**config.mk**
```make
export PLATFORM = sky130hd
export DESIGN_NAME = result_serializer
export DESIGN_NICKNAME = d
export VERILOG_FILES = /design/src/rtl/result_serializer_pkg.sv /design/src/rtl/result_serializer_tile_pingpong_buf.sv /design/src/rtl/result_serializer.sv
export SDC_FILE = /design/constraint.sdc
export NUM_CORES = 1
export LEC_CHECK = 0
export ABC_AREA = 1
export CORE_ASPECT_RATIO = 0.6
export CORE_MARGIN = 3
export CORE_UTILIZATION = 45
export CTS_CLUSTER_DIAMETER = 60
export DETAILED_ROUTE_END_ITERATION = 8
export PLACE_DENSITY = 0.66
export SYNTH_ARGS = -nofsm -noshare
export SYNTH_HDL_FRONTEND = slang
export SYNTH_SLANG_ARGS = --single-unit
```
**constraint.sdc**
```tcl
create_clock -name clk -period 6.85 [get_ports clk]
set_clock_uncertainty 0.15 [all_clocks]
set_input_delay 1.37 -clock clk [delete_from_list [all_inputs] [get_ports clk]]
set_output_delay 1.37 -clock clk [all_outputs]
set_load 0.1 [all_outputs]
```
**src/rtl/result_serializer_pkg.sv**
```systemverilog
// Shared parameters, FSM state type and strobe bit positions for the
// result serializer and its tile buffer.
package result_serializer_pkg;

    localparam int DEF_S2P_SIZE    = 2;
    localparam int DEF_RESULT_SIZE = 16;
    localparam int DEF_TENSOR_SIZE = 4;
    localparam int DEF_TILE_CNT_W  = DEF_TENSOR_SIZE * 2 + 1;

    // Bit positions inside result_valid
    localparam int RV_WORD   = 0;
    localparam int RV_ACTIVE = 1;
    localparam int RV_FIRST  = 2;

    typedef enum logic [1:0] {
        ST_IDLE  = 2'd0,
        ST_RUN   = 2'd1,
        ST_FLUSH = 2'd2,
        ST_DONE  = 2'd3
    } state_e;

    // Word counter width; at least one bit even for a 1x1 tile.
    function automatic int word_cnt_w(input int words);
        return (words > 1) ? $clog2(words) : 1;
    endfunction

endpackage

```
**src/rtl/result_serializer_tile_pingpong_buf.sv**
```systemverilog
// Two-entry ping-pong tile store: the array writes one entry while the
// serializer drains the other.
module tile_pingpong_buf
    import result_serializer_pkg::*;
#(
    parameter int TILE_W = 64
) (
    input  logic              clk,
    input  logic              rstn,
    input  logic              push,
    input  logic [TILE_W-1:0] push_data,
    input  logic              pop,
    output logic [TILE_W-1:0] rd_data,
    output logic              full,
    output logic              empty,
    output logic [1:0]        count_next
);

    logic [TILE_W-1:0] entry_q [2];
    logic [TILE_W-1:0] entry_d [2];
    logic              wr_ptr_q, wr_ptr_d;
    logic              rd_ptr_q, rd_ptr_d;
    logic [1:0]        count_q, count_d;
    logic              do_push, do_pop;

    assign do_push = push && (count_q != 2'd2);
    assign do_pop  = pop && (count_q != 2'd0);

    always_comb begin
        entry_d  = entry_q;
        wr_ptr_d = wr_ptr_q;
        rd_ptr_d = rd_ptr_q;
        count_d  = count_q;
        if (do_push) begin
            entry_d[wr_ptr_q] = push_data;
            wr_ptr_d          = ~wr_ptr_q;
        end
        if (do_pop) begin
            rd_ptr_d = ~rd_ptr_q;
        end
        // Simultaneous push and pop leave the occupancy unchanged
        case ({do_push, do_pop})
            2'b10:   count_d = count_q + 2'd1;
            2'b01:   count_d = count_q - 2'd1;
            default: count_d = count_q;
        endcase
    end

    always_ff @(posedge clk or negedge rstn) begin
        if (!rstn) begin
            wr_ptr_q <= 1'b0;
            rd_ptr_q <= 1'b0;
            count_q  <= 2'd0;
        end else begin
            wr_ptr_q <= wr_ptr_d;
            rd_ptr_q <= rd_ptr_d;
            count_q  <= count_d;
        end
    end

    // Tile payload needs no reset: occupancy alone decides what is readable.
    always_ff @(posedge clk) begin
        entry_q <= entry_d;
    end

    assign rd_data    = entry_q[rd_ptr_q];
    assign full       = (count_q == 2'd2);
    assign empty      = (count_q == 2'd0);
    assign count_next = count_d;

endmodule

```
**src/rtl/result_serializer.sv**
```systemverilog
// Serializes GEMM result tiles into a one-word-per-cycle stream with
// write/active/first strobes and an end-of-convolution pulse.
module result_serializer
    import result_serializer_pkg::*;
#(
    parameter int S2P_SIZE    = DEF_S2P_SIZE,
    parameter int RESULT_SIZE = DEF_RESULT_SIZE,
    parameter int TILE_CNT_W  = DEF_TILE_CNT_W
) (
    input  logic                                  clk,
    input  logic                                  rstn,
    input  logic                                  start,
    input  logic [TILE_CNT_W-1:0]                 total_tiles,
    input  logic [S2P_SIZE*S2P_SIZE*RESULT_SIZE-1:0] acc_data,
    input  logic                                  acc_valid,
    output logic                                  acc_ready,
    output logic [RESULT_SIZE-1:0]                result,
    output logic [2:0]                            result_valid,
    output logic                                  conv_done
);

    localparam int TILE_WORDS = S2P_SIZE * S2P_SIZE;
    localparam int TILE_W     = TILE_WORDS * RESULT_SIZE;
    localparam int WORD_W     = word_cnt_w(TILE_WORDS);
    localparam logic [WORD_W-1:0] LAST_WORD = WORD_W'(TILE_WORDS - 1);

    state_e                state_q, state_d;
    logic [TILE_CNT_W-1:0] total_q, total_d;
    logic [TILE_CNT_W-1:0] tiles_in_q, tiles_in_d;
    logic [TILE_CNT_W-1:0] tiles_out_q, tiles_out_d;
    logic [WORD_W-1:0]     word_q, word_d;
    logic                  acc_ready_q, acc_ready_d;
    logic [RESULT_SIZE-1:0] result_q, result_d;
    logic [2:0]            result_valid_q, result_valid_d;
    logic                  conv_done_q, conv_done_d;

    logic                  push, pop;
    logic                  buf_full, buf_empty;
    logic [1:0]            buf_count_next;
    logic [TILE_W-1:0]     rd_tile;

    assign push = acc_valid && acc_ready_q && !buf_full;

    tile_pingpong_buf #(
        .TILE_W (TILE_W)
    ) u_buf (
        .clk        (clk),
        .rstn       (rstn),
        .push       (push),
        .push_data  (acc_data),
        .pop        (pop),
        .rd_data    (rd_tile),
        .full       (buf_full),
        .empty      (buf_empty),
        .count_next (buf_count_next)
    );

    always_comb begin
        state_d        = state_q;
        total_d        = total_q;
        tiles_in_d     = tiles_in_q;
        tiles_out_d    = tiles_out_q;
        word_d         = word_q;
        result_d       = '0;
        result_valid_d = '0;
        conv_done_d    = 1'b0;
        pop            = 1'b0;

        if (push) begin
            tiles_in_d = tiles_in_q + TILE_CNT_W'(1);
        end

        case (state_q)
            ST_IDLE: begin
                if (start) begin
                    total_d     = total_tiles;
                    tiles_in_d  = '0;
                    tiles_out_d = '0;
                    word_d      = '0;
                    state_d     = (total_tiles != '0) ? ST_RUN : ST_FLUSH;
                end
            end
            ST_RUN: begin
                if (tiles_out_q == total_q) begin
                    state_d = ST_FLUSH;
                end else if (!buf_empty) begin
                    result_d                 = rd_tile[int'(word_q)*RESULT_SIZE +: RESULT_SIZE];
                    result_valid_d[RV_WORD]   = 1'b1;
                    result_valid_d[RV_ACTIVE] = 1'b1;
                    result_valid_d[RV_FIRST]  = (word_q == '0);
                    // Freeing on the last word lets a buffered tile follow gaplessly
                    if (word_q == LAST_WORD) begin
                        word_d      = '0;
                        pop         = 1'b1;
                        tiles_out_d = tiles_out_q + TILE_CNT_W'(1);
                    end else begin
                        word_d = word_q + WORD_W'(1);
                    end
                end
            end
            ST_FLUSH: begin
                state_d     = ST_DONE;
                conv_done_d = 1'b1;
            end
            ST_DONE: begin
                state_d = ST_IDLE;
            end
            default: begin
                state_d = ST_IDLE;
            end
        endcase

        acc_ready_d = (state_d == ST_RUN) && (buf_count_next != 2'd2) &&
                      (tiles_in_d < total_d);
    end

    always_ff @(posedge clk or negedge rstn) begin
        if (!rstn) begin
            state_q        <= ST_IDLE;
            total_q        <= '0;
            tiles_in_q     <= '0;
            tiles_out_q    <= '0;
            word_q         <= '0;
            acc_ready_q    <= 1'b0;
            result_q       <= '0;
            result_valid_q <= '0;
            conv_done_q    <= 1'b0;
        end else begin
            state_q        <= state_d;
            total_q        <= total_d;
            tiles_in_q     <= tiles_in_d;
            tiles_out_q    <= tiles_out_d;
            word_q         <= word_d;
            acc_ready_q    <= acc_ready_d;
            result_q       <= result_d;
            result_valid_q <= result_valid_d;
            conv_done_q    <= conv_done_d;
        end
    end

    assign acc_ready    = acc_ready_q;
    assign result       = result_q;
    assign result_valid = result_valid_q;
    assign conv_done    = conv_done_q;

endmodule

```
== Word-level counts from Yosys, hierarchy flattened ==
Cells that the tools add are included.

* Flip-flop bits (word level): 184
* Input port bits: 77
* Output and inout bits: 21
* Word-level logic and storage cells: 96

* Add/subtract/negate cells: 5
* Magnitude comparators: 4
* Equal/unequal tests: 15
* Shift operators: 1
* Mux-type cells: 37
* Bitwise gates (word level): 4
* Reduce and logical (&&, ||, !) cells: 16

{| class="wikitable"
|+ Operators by type and width
! cell !! number
|-
| 64-bit two-way mux || 4
|-
| 128-bit bitwise mux || 1
|-
| 9-bit two-way mux || 9
|-
| 64-bit demux with 1-bit select || 1
|-
| 64-bit by 7-bit indexed part select with 16-bit output || 1
|-
| 16-bit two-way mux || 3
|-
| 9-bit by 1-bit adder with 9-bit output (second input constant) || 2
|-
| 9-bit case mux with 2 select lines || 1
|-
| 2-bit two-way mux || 7
|-
| 2-bit != test (second input constant) || 6
|-
| 2-bit == test (second input constant) || 5
|-
| 9-bit == test || 1
|-
| 9-bit less-than comparator || 1
|-
| 3-bit two-way mux || 3
|-
| 9-bit nonzero test || 1
|-
| 2-bit case mux with 2 select lines || 2
|-
| 2-bit case mux with 4 select lines || 1
|-
| 1-bit logical AND || 7
|-
| 2-bit by 1-bit == test with 1-bit output (second input constant) || 3
|-
| 2-bit zero test || 3
|-
| 1-bit two-way mux || 5
|-
| 5-bit AND reduction || 1
|-
| 2-bit by 1-bit adder with 2-bit output (second input constant) || 2
|-
| 2-bit greater-or-equal comparator (second input constant) || 2
|-
| other kinds (7) || 10
|}

== Logic depth before layout (Yosys ltp) ==
Gate-level depths: netlist (run 1).

* Word-level depth: 11
* Gate-level depth with buffers: 17
* Gate-level depth less buffers: 17

== Cells and area by module ==
From an unflattened synthesis (run 1), not the netlist that was laid out.

* Cells, all modules: 783
* Area total of the unflattened synthesis: 8084.0 µm²

{| class="wikitable"
|+ By module, submodules not included
! module !! instances !! cells an instance !! area each (µm²) !! seq. area each (µm²)
|-
| tile_pingpong_buf || 1 || 367 || 4884.7 || 3943.8
|-
| result_serializer || 1 || 416 || 3199.3 || 1276.2
|}

== Least setup slack after synthesis (run 1) ==
Ideal clock, no wire load.

* Kind: input to register
* Start point: input port acc_valid
* End point: register u_buf.entry_q[0] (netlist bit), enable pin
* Setup time: 488 ps
* Data arrival time: 4236 ps
* Required time: 6212 ps
* Slack: 1976 ps
* Stages: 2
* Buffers on the path: 0
* Cell sequence: nand3_4 nor2_1

* Cells in the longest elaborated chain, start to end: 3

{| class="wikitable"
|+ RTL lines
! what !! RTL line !! text
|-
| from (decl) || result_serializer.sv:15 || <nowiki>input logic acc_valid,</nowiki>
|-
| 1-bit logical AND (2 in a row) || result_serializer.sv:42 || <nowiki>assign push = acc_valid && acc_ready_q && !buf_full;</nowiki>
|-
| 1-bit logical AND || result_serializer_tile_pingpong_buf.sv:26 || <nowiki>assign do_push = push && (count_q != 2'd2);</nowiki>
|-
| to (signal assigned) || result_serializer_tile_pingpong_buf.sv:63 || <nowiki>entry_q <= entry_d;</nowiki>
|-
| to (decl) || result_serializer_tile_pingpong_buf.sv:19 || <nowiki>logic [TILE_W-1:0] entry_q [2];</nowiki>
|}

Every way passes these cells.
A chain may end at the register's enable or synchronous reset.

== Worst setup path in the final report (run 1) ==
* Start point: input port start
* End point: register acc_ready_q (netlist: acc_ready)

* Cells in the longest elaborated chain, start to end: 5
* Elaborated cells on any way between the ends: 10
* Classes of those cells: order compare (1); eq/ne (1); mux (6); reduce/logical (2)

{| class="wikitable"
|+ RTL lines
! what !! RTL line !! text
|-
| from (decl) || result_serializer.sv:12 || <nowiki>input logic start,</nowiki>
|-
| branches (longest 4 deep; another with 9-bit less-than comparator) || -- ||
|-
| 1-bit logical AND * || result_serializer.sv:113 || <nowiki>acc_ready_d = (state_d == ST_RUN) && (buf_count_next != 2'd2) &&</nowiki>
|-
| named net acc_ready_d || result_serializer.sv:32 || <nowiki>logic acc_ready_q, acc_ready_d;</nowiki>
|-
| to (signal assigned) || result_serializer.sv:134 || <nowiki>acc_ready_q <= acc_ready_d;</nowiki>
|-
| to (decl) || result_serializer.sv:32 ||
|}

Mark *: on every way through the listed nets, which the timed path passes.

==> results_dict.tcl, run 1 <==
set metrics [dict create \
    cts_resized 0 \
    cp-start-kind "input pin" \
    cpMaxStageDelayCell "nand3_1" \
    crit_family "simple AND/OR/NAND/NOR gates" \
    min_from "tiles_in_q[8]" \
    tritoncts "done" \
    cts_inserted_buffers 17 \
    rrSetupSlack_ps 3830 \
    grt_pass1_wl_mm 28.3 \
    drt_iter0_drc 576 \
    netSwitchingFraction_pct 42.0 \
    nets 878 \
    max_slew_margin_pct 20.8 \
    total_power_mw 4.37 \
    synth_warnings 0 \
    drcViolationCount 0 \
    cp.arrival_ps 3940 \
    fillers 1391 \
    setup_viol 0 \
    reg2reg_to "acc_ready" \
    pwr-share-seq_pct 37.7 \
    fin_crit_ps 3770 \
    status "completed" \
    area_growth_syn_to_layout_pct 21.5 \
    synth_most_common_cell "edfxtp_1" \
    synth_seq_area_share_pct 65.8 \
    hp-class "register to register" \
    clk_pin_slew_worst_paths_ps 70 \
    grt_setup_unrepaired "no" \
    cts_root_buf "clkbuf_16" \
    finalSetupTns_ps 0 \
    synth_area_leaders "edfxtp_1 (48%), dfrtp_1 (17%), nand2_1 (5.5%), o21ai_0 (4.5%), nor2_1 (4.4%)" \
    synth_common_cells "edfxtp_1 (128), nand2_1 (116), nor2_1 (93), o21ai_0 (71), dfrtp_1 (55)" \
    place_ws_ps 2680 \
    h-tree-depth 4 \
    path_buf_inv 2 \
    cts_buffer_depth 2 \
    period_share_pct 55.1 \
    vias 5446 \
    cts_num_sinks 183 \
    clkLatencyLatePin_ps 420 \
    synth_largest_area_cell "edfxtp_1" \
    drive_gt1_share_pct 11.1 \
    clockPowerShare_pct 22.5 \
    fmax_mhz 265 \
    antenna_found_initial 0 \
    vias_per_cell 5.29 \
    synth_top_area_share_pct 48.5 \
    synth_area_per_cell_um2 11.4 \
    diodes 0 \
    drv_slew 0 \
    syn-cell-area_um2 7930 \
    cp_max_fo 20 \
    p_comb_share_pct 39.8 \
    p_switching_mw 1.84 \
    ys.flop_type "edfxtp_1" \
    core_um2 16800 \
    synth_cells 697 \
    core.rowCount 36 \
    die_h_um 109 \
    vdd_ir_drop_max_uv 242 \
    slowest_delay_ps 540 \
    post-cts-setup-buffer-count 0 \
    p_leak_nw 3.74 \
    wirelength_mm 18.4 \
    endpoint_kind "register" \
    place_congestion 0.792 \
    fin_ws_ps 3080 \
    grt.overflow.total 0 \
    holdWs_ps 327 \
    hold_violations 0 \
    hold_depth 1 \
    synthArstFlopShare_pct 30.1 \
    holdPathEnd "tiles_in_q[8]" \
    synth_fp_nets 787 \
    synth-seq-cells 183 \
    boundaryPins 98 \
    p_int_mw 2.54 \
    grt_max_degree 66 \
    powerDensity_nw_per_um2 454 \
    synth.distinct_cells 39 \
    reg2reg_depth 11 \
    tightest_slew_ps 1180 \
    dp_hpwl_mm 12.3 \
    crit_required_ps 7020 \
    timing.rr.start "state_q[1]" \
    synth_edf_count 128 \
    first_global_vias 5256 \
    grt.total_usage_pct 19.7 \
    die_w_um 177 \
    drtPass1Iterations 5 \
    routedWlPerCell_um 17.9 \
    drtAntennaViolNets 0 \
    cts_hold_buf 0 \
    cap_violations 0 \
    dieArea_um2 19300 \
    portBuffers 97 \
    start_util_pct 47.3 \
    crit_type "input pin to register" \
    crit_chain "clkdlybuf4s50_1, nand3_1, inv_2, or2_2, o21ai_1, ha_1, nand2_1, nor4_1, nand2_1, nand3_1, nor2_1" \
]
-- power groups by stage --
| stage | Clock (mW) | Sequential [mW] | Combinational (mW) |
|---|---|---|---|
| floorplan | 0 | 1.95 | 0.993 |
| global placement | 0 | 1.66 | 1.71 |
| detailed placement | 0 | 1.67 | 1.74 |
| CTS | 1.00 | 1.65 | 1.75 |
| global route | 1.04 | 1.68 | 1.90 |
| finish | 0.982 | 1.65 | 1.74 |
-- flip-flops by register name, indices dropped and copies added (netlist names) --
signal          flops
conv_done           1
u_buf.count_q       2
u_buf.rd_ptr_q      1
tiles_out_q         9
result             16
result_valid        2
u_buf.wr_ptr_q      1
u_buf.entry_q     128
state_q             2
acc_ready           1
tiles_in_q          9
word_q              2
total_q             9
-- worst max path at each step --
stage | end | start | slack [ps] | cells past startpoint
floorplan | u_buf.entry_q[0] | acc_valid | 1980 | 2
global placement | acc_ready | start | 2690 | 11
detailed placement | acc_ready | start | 2680 | 11
CTS | acc_ready | start | 3080 | 13
global route | acc_ready | start | 2790 | 13
finish | acc_ready | start | 3080 | 11
-- routing by layer --
layer / vias up / global-route usage (%) / wire, um
met4: 0 / 5.77 / 237
met1: 2616 / 30.1 / 8850
met3: 21 / 4.63 / 1670
met2: 219 / 27.9 / 7630
met5: - / 0 / 0
li1: 2590 / - / -
-- cell families (layout without fill, tap and decap cells) --
family	count (synthesis)	in the layout	synth area share [%]
AOI/OAI and AO/OA	143	143	10.5
xor gates and xnor gates	10	10	1.10
adders and majority gates	13	13	2.05
buffers and inverters	84	188	5.02
DFF	183	183	65.8
and+or+nand+nor	264	264	15.5
-- placed cells by master (no fill, tap or decap), types with 2 or more instances in the layout --
master,count
a21oi_1,18
a21oi_2,8
a21oi_4,2
buf_4,6
bufinv_16,2
clkbuf_16,17
clkdlybuf4s50_1,96
clkinv_1,2
clkinv_2,2
clkinvlp_4,4
dfrtp_1,54
edfxtp_1,128
ha_1,13
inv_1,42
inv_2,9
inv_6,3
inv_8,3
nand2_1,116
nand2_2,6
nand2_4,2
nand3_1,11
nand3_2,2
nand3_4,5
nand4_1,11
nor2_1,91
nor2_2,2
nor2_4,4
nor3_1,3
o21ai_0,71
o21ai_1,8
o21bai_1,3
o22ai_1,32
or2_2,5
xnor2_1,6
xor2_1,4
-- cell type report --
class / instances / area (um^2) / area share, %
flip-flops and latches: 183 / 5220 / 54.2
multi-input cells: 430 / 2320 / 24.1
repair buffers: 103 / 1010 / 10.5
clock buffers: 17 / 425 / 4.42
well taps: 228 / 285 / 2.96
inverters: 53 / 200 / 2.08
clock inverters: 15 / 168 / 1.74
-- metrics by stage --
step | instances | utilization [%] | instance area, um^2
2_1_floorplan | 697 | - | 7930
3_3_place_gp | 997 | 54.0 | 9040
3_5_place_dp | 997 | 54.0 | 9040
4_1_cts | 1029 | 57.5 | 9640
5_1_grt | 1029 | 57.5 | 9640
6_report | 1029 | 57.5 | 9640
-- worst register-to-register path, stage by stage (launching register included) --
cell and delay [ps]:
dfrtp_1 370, inv_2 280, nand3_1 610, inv_2 380
or2_2 160, o21ai_1 80, ha_1 340, nand2_1 70
nor4_1 250, nand2_1 80, nand3_1 80, nor2_1 50
Note: power is estimated with default switching activity, not from simulation.
==> inputs of run 2 (changes only) <==
PLACE_DENSITY = 0.68   (was 0.66)
clock period = 3.4 ns   (was 6.85 ns; I/O delays follow)
==> results_dict.tcl, run 2 (same netlist as run 1, synthesis figures left out) <==
set metrics [dict create \
    portBuffers 97 \
    hp-class "input pin to async pin" \
    path_buf_inv 1 \
    cp_max_fo 3 \
    antenna_found_initial 0 \
    drt_iter0_drc 478 \
    crit_required_ps 3560 \
    largest_reg_flops 128 \
    dp.cells 1003 \
    cts_resized 0 \
    period_share_pct 80.2 \
    core_um2 16800 \
    crit_family "simple AND/OR/NAND/NOR gates" \
    status "completed" \
    grt_setup_unrepaired "no" \
    hold_violations 0 \
    multi_input_area_um2 2320 \
    setup_viol 0 \
    cap_violations 0 \
    slowest_delay_ps 530 \
    instances_no_fill 1035 \
    cts_root_buf "clkbuf_16" \
    boundaryPins 98 \
    place_congestion 0.852 \
    drtAntennaViolNets 0 \
    grt_pass1_wl_mm 29.6 \
    powerDensity_nw_per_um2 913 \
    drv_slew 0 \
    vdd_ir_drop_max_uv 554 \
    max_slew_margin_pct 55.8 \
    h-tree-depth 4 \
    endpoint_kind "register" \
    drtPass1Iterations 4 \
    tightest_slew_ps 663 \
    drive_gt1_share_pct 14.4 \
    cpMaxStageDelayCell "clkdlybuf4s50_1" \
    top_register "u_buf.entry_q" \
    dp_hpwl_mm 12.5 \
    p_leak_nw 3.81 \
    clkLatencyLatePin_ps 420 \
    crit_chain "clkdlybuf4s50_1, nand2_1, a21oi_4, nand2_2, nor2_4, nand3_2, nor2_1, nand2_1, nand2_1, nor2_1, ha_1, nand2_1, nor4_1, nand2_1, nand3_1, nor2_1" \
    placed_cell_area_um2 9070 \
    cp-start-kind "input pin" \
    grt.overflow.total 0 \
    layout.cells.most_common "edfxtp_1" \
    wirelength_mm 18.6 \
    fmax_mhz 367 \
    vias 5492 \
    cp.arrival_ps 2890 \
    crit_type "input pin to register" \
    drcViolationCount 0 \
    nets 884 \
    p_comb_share_pct 40.7 \
    die_w_um 177 \
    area_growth_syn_to_layout_pct 21.9 \
    clk_pin_slew_worst_paths_ps 70 \
    p_switching_mw 3.75 \
    final_util_pct 57.7 \
    diodes 0 \
    cpMostUsedCell "nand2_1" \
    tritoncts "done" \
    cts_hold_buf 0 \
    seq_area_um2 5220 \
    grt_max_degree 66 \
    cts_inserted_buffers 17 \
    core.rowCount 36 \
    layout_common_cells "edfxtp_1 (128), nand2_1 (116), nor2_1 (91)" \
    fin_crit_ps 2730 \
    routedWlPerCell_um 17.9 \
    cts_buffer_depth 2 \
    start_util_pct 47.3 \
    clockPowerShare_pct 22.0 \
    pwr-share-seq_pct 37.2 \
    grt.total_usage_pct 20.2 \
    die_h_um 109 \
    met2_usage_pct 30.1 \
    use_met1_pct 30.7 \
    post-cts-setup-buffer-count 0 \
    grt_util_met3_pct 3.83 \
    fillers 1367 \
    p_int_mw 5.07 \
    cts_num_sinks 183 \
    netSwitchingFraction_pct 42.5 \
    vias_per_cell 5.31 \
    first_global_vias 5495 \
    grt-busiest-layer "met1" \
    fin_area_um2 9660 \
    dieArea_um2 19300 \
]
-- run 2: changes by cell type in the layout (fill, tap and decap cells not counted), moves of 2 or more --
| cell | before | now |
|---|---|---|
| clkinv_4 | 1 | 4 |
| clkinv_8 | 0 | 2 |
| clkinvlp_4 | 4 | 2 |
| buf_4 | 6 | 30 |
| buf_12 | 0 | 3 |
| clkdlybuf4s50_1 | 96 | 75 |
-- run 2: path summary, 6_finish.rpt --
path                                    start              to  slack [ps]  cells after the start
worst max-delay path                acc_valid       acc_ready         670                     16
worst min-delay path                     rstn  tiles_out_q[6]         120                      1
worst max register to register     state_q[1]       acc_ready         820                     13
worst min register to register  tiles_in_q[8]   tiles_in_q[8]         330                      1
max in group asynchronous                rstn   tiles_in_q[8]        2260                      2
min in group clk                tiles_in_q[8]   tiles_in_q[8]         330                      1
-- run 2: layer usage --
metal  vias up  wire length, um
met2       184             8200
met5         -                0
met1      2693             8920
li1       2601                -
met4         0              168
met3        14             1270
-- run 2: per-stage QoR --
stage | setup TNS [ps] | setup WS (ps) | total power, mW | hold WS [ps]
after floorplan | -8220 | -73.8 | 5.92 | 234
after global placement | 0 | 278 | 6.81 | 321
after detailed placement | 0 | 253 | 6.92 | 309
after CTS | 0 | 683 | 8.87 | 127
after global routing | 0 | 460 | 9.35 | 159
final | 0 | 672 | 8.82 | 120
-- run 2: layout make-up --
type                    instances  share of cell area, %
flip-flops and latches        183                   54.0
clock buffers                  17                   4.40
repair buffers                109                   10.8
inverters                      53                   2.07
multi-input cells             430                   24.1
clock inverters                15                   1.71
well taps                     228                   2.95
-- run 2: power groups by stage --
| stage | Combinational (mW) | Clock, mW | Sequential (mW) |
|---|---|---|---|
| 2_1_floorplan | 2.00 | 0 | 3.92 |
| 3_3_place_gp | 3.51 | 0 | 3.31 |
| 3_5_place_dp | 3.60 | 0 | 3.32 |
| 4_1_cts | 3.62 | 1.97 | 3.28 |
| 5_1_grt | 3.95 | 2.07 | 3.33 |
| 6_report | 3.59 | 1.94 | 3.28 |
-- run 2: worst reg2reg max path: cells and delay by family, from the launching register on --
| kind | cells | cell delay, ps |
|---|---|---|
| fa+ha+maj | 1 | 290 |
| compound gates | 1 | 150 |
| flops | 1 | 370 |
| simple gates | 7 | 840 |
| buf+inv | 4 | 740 |
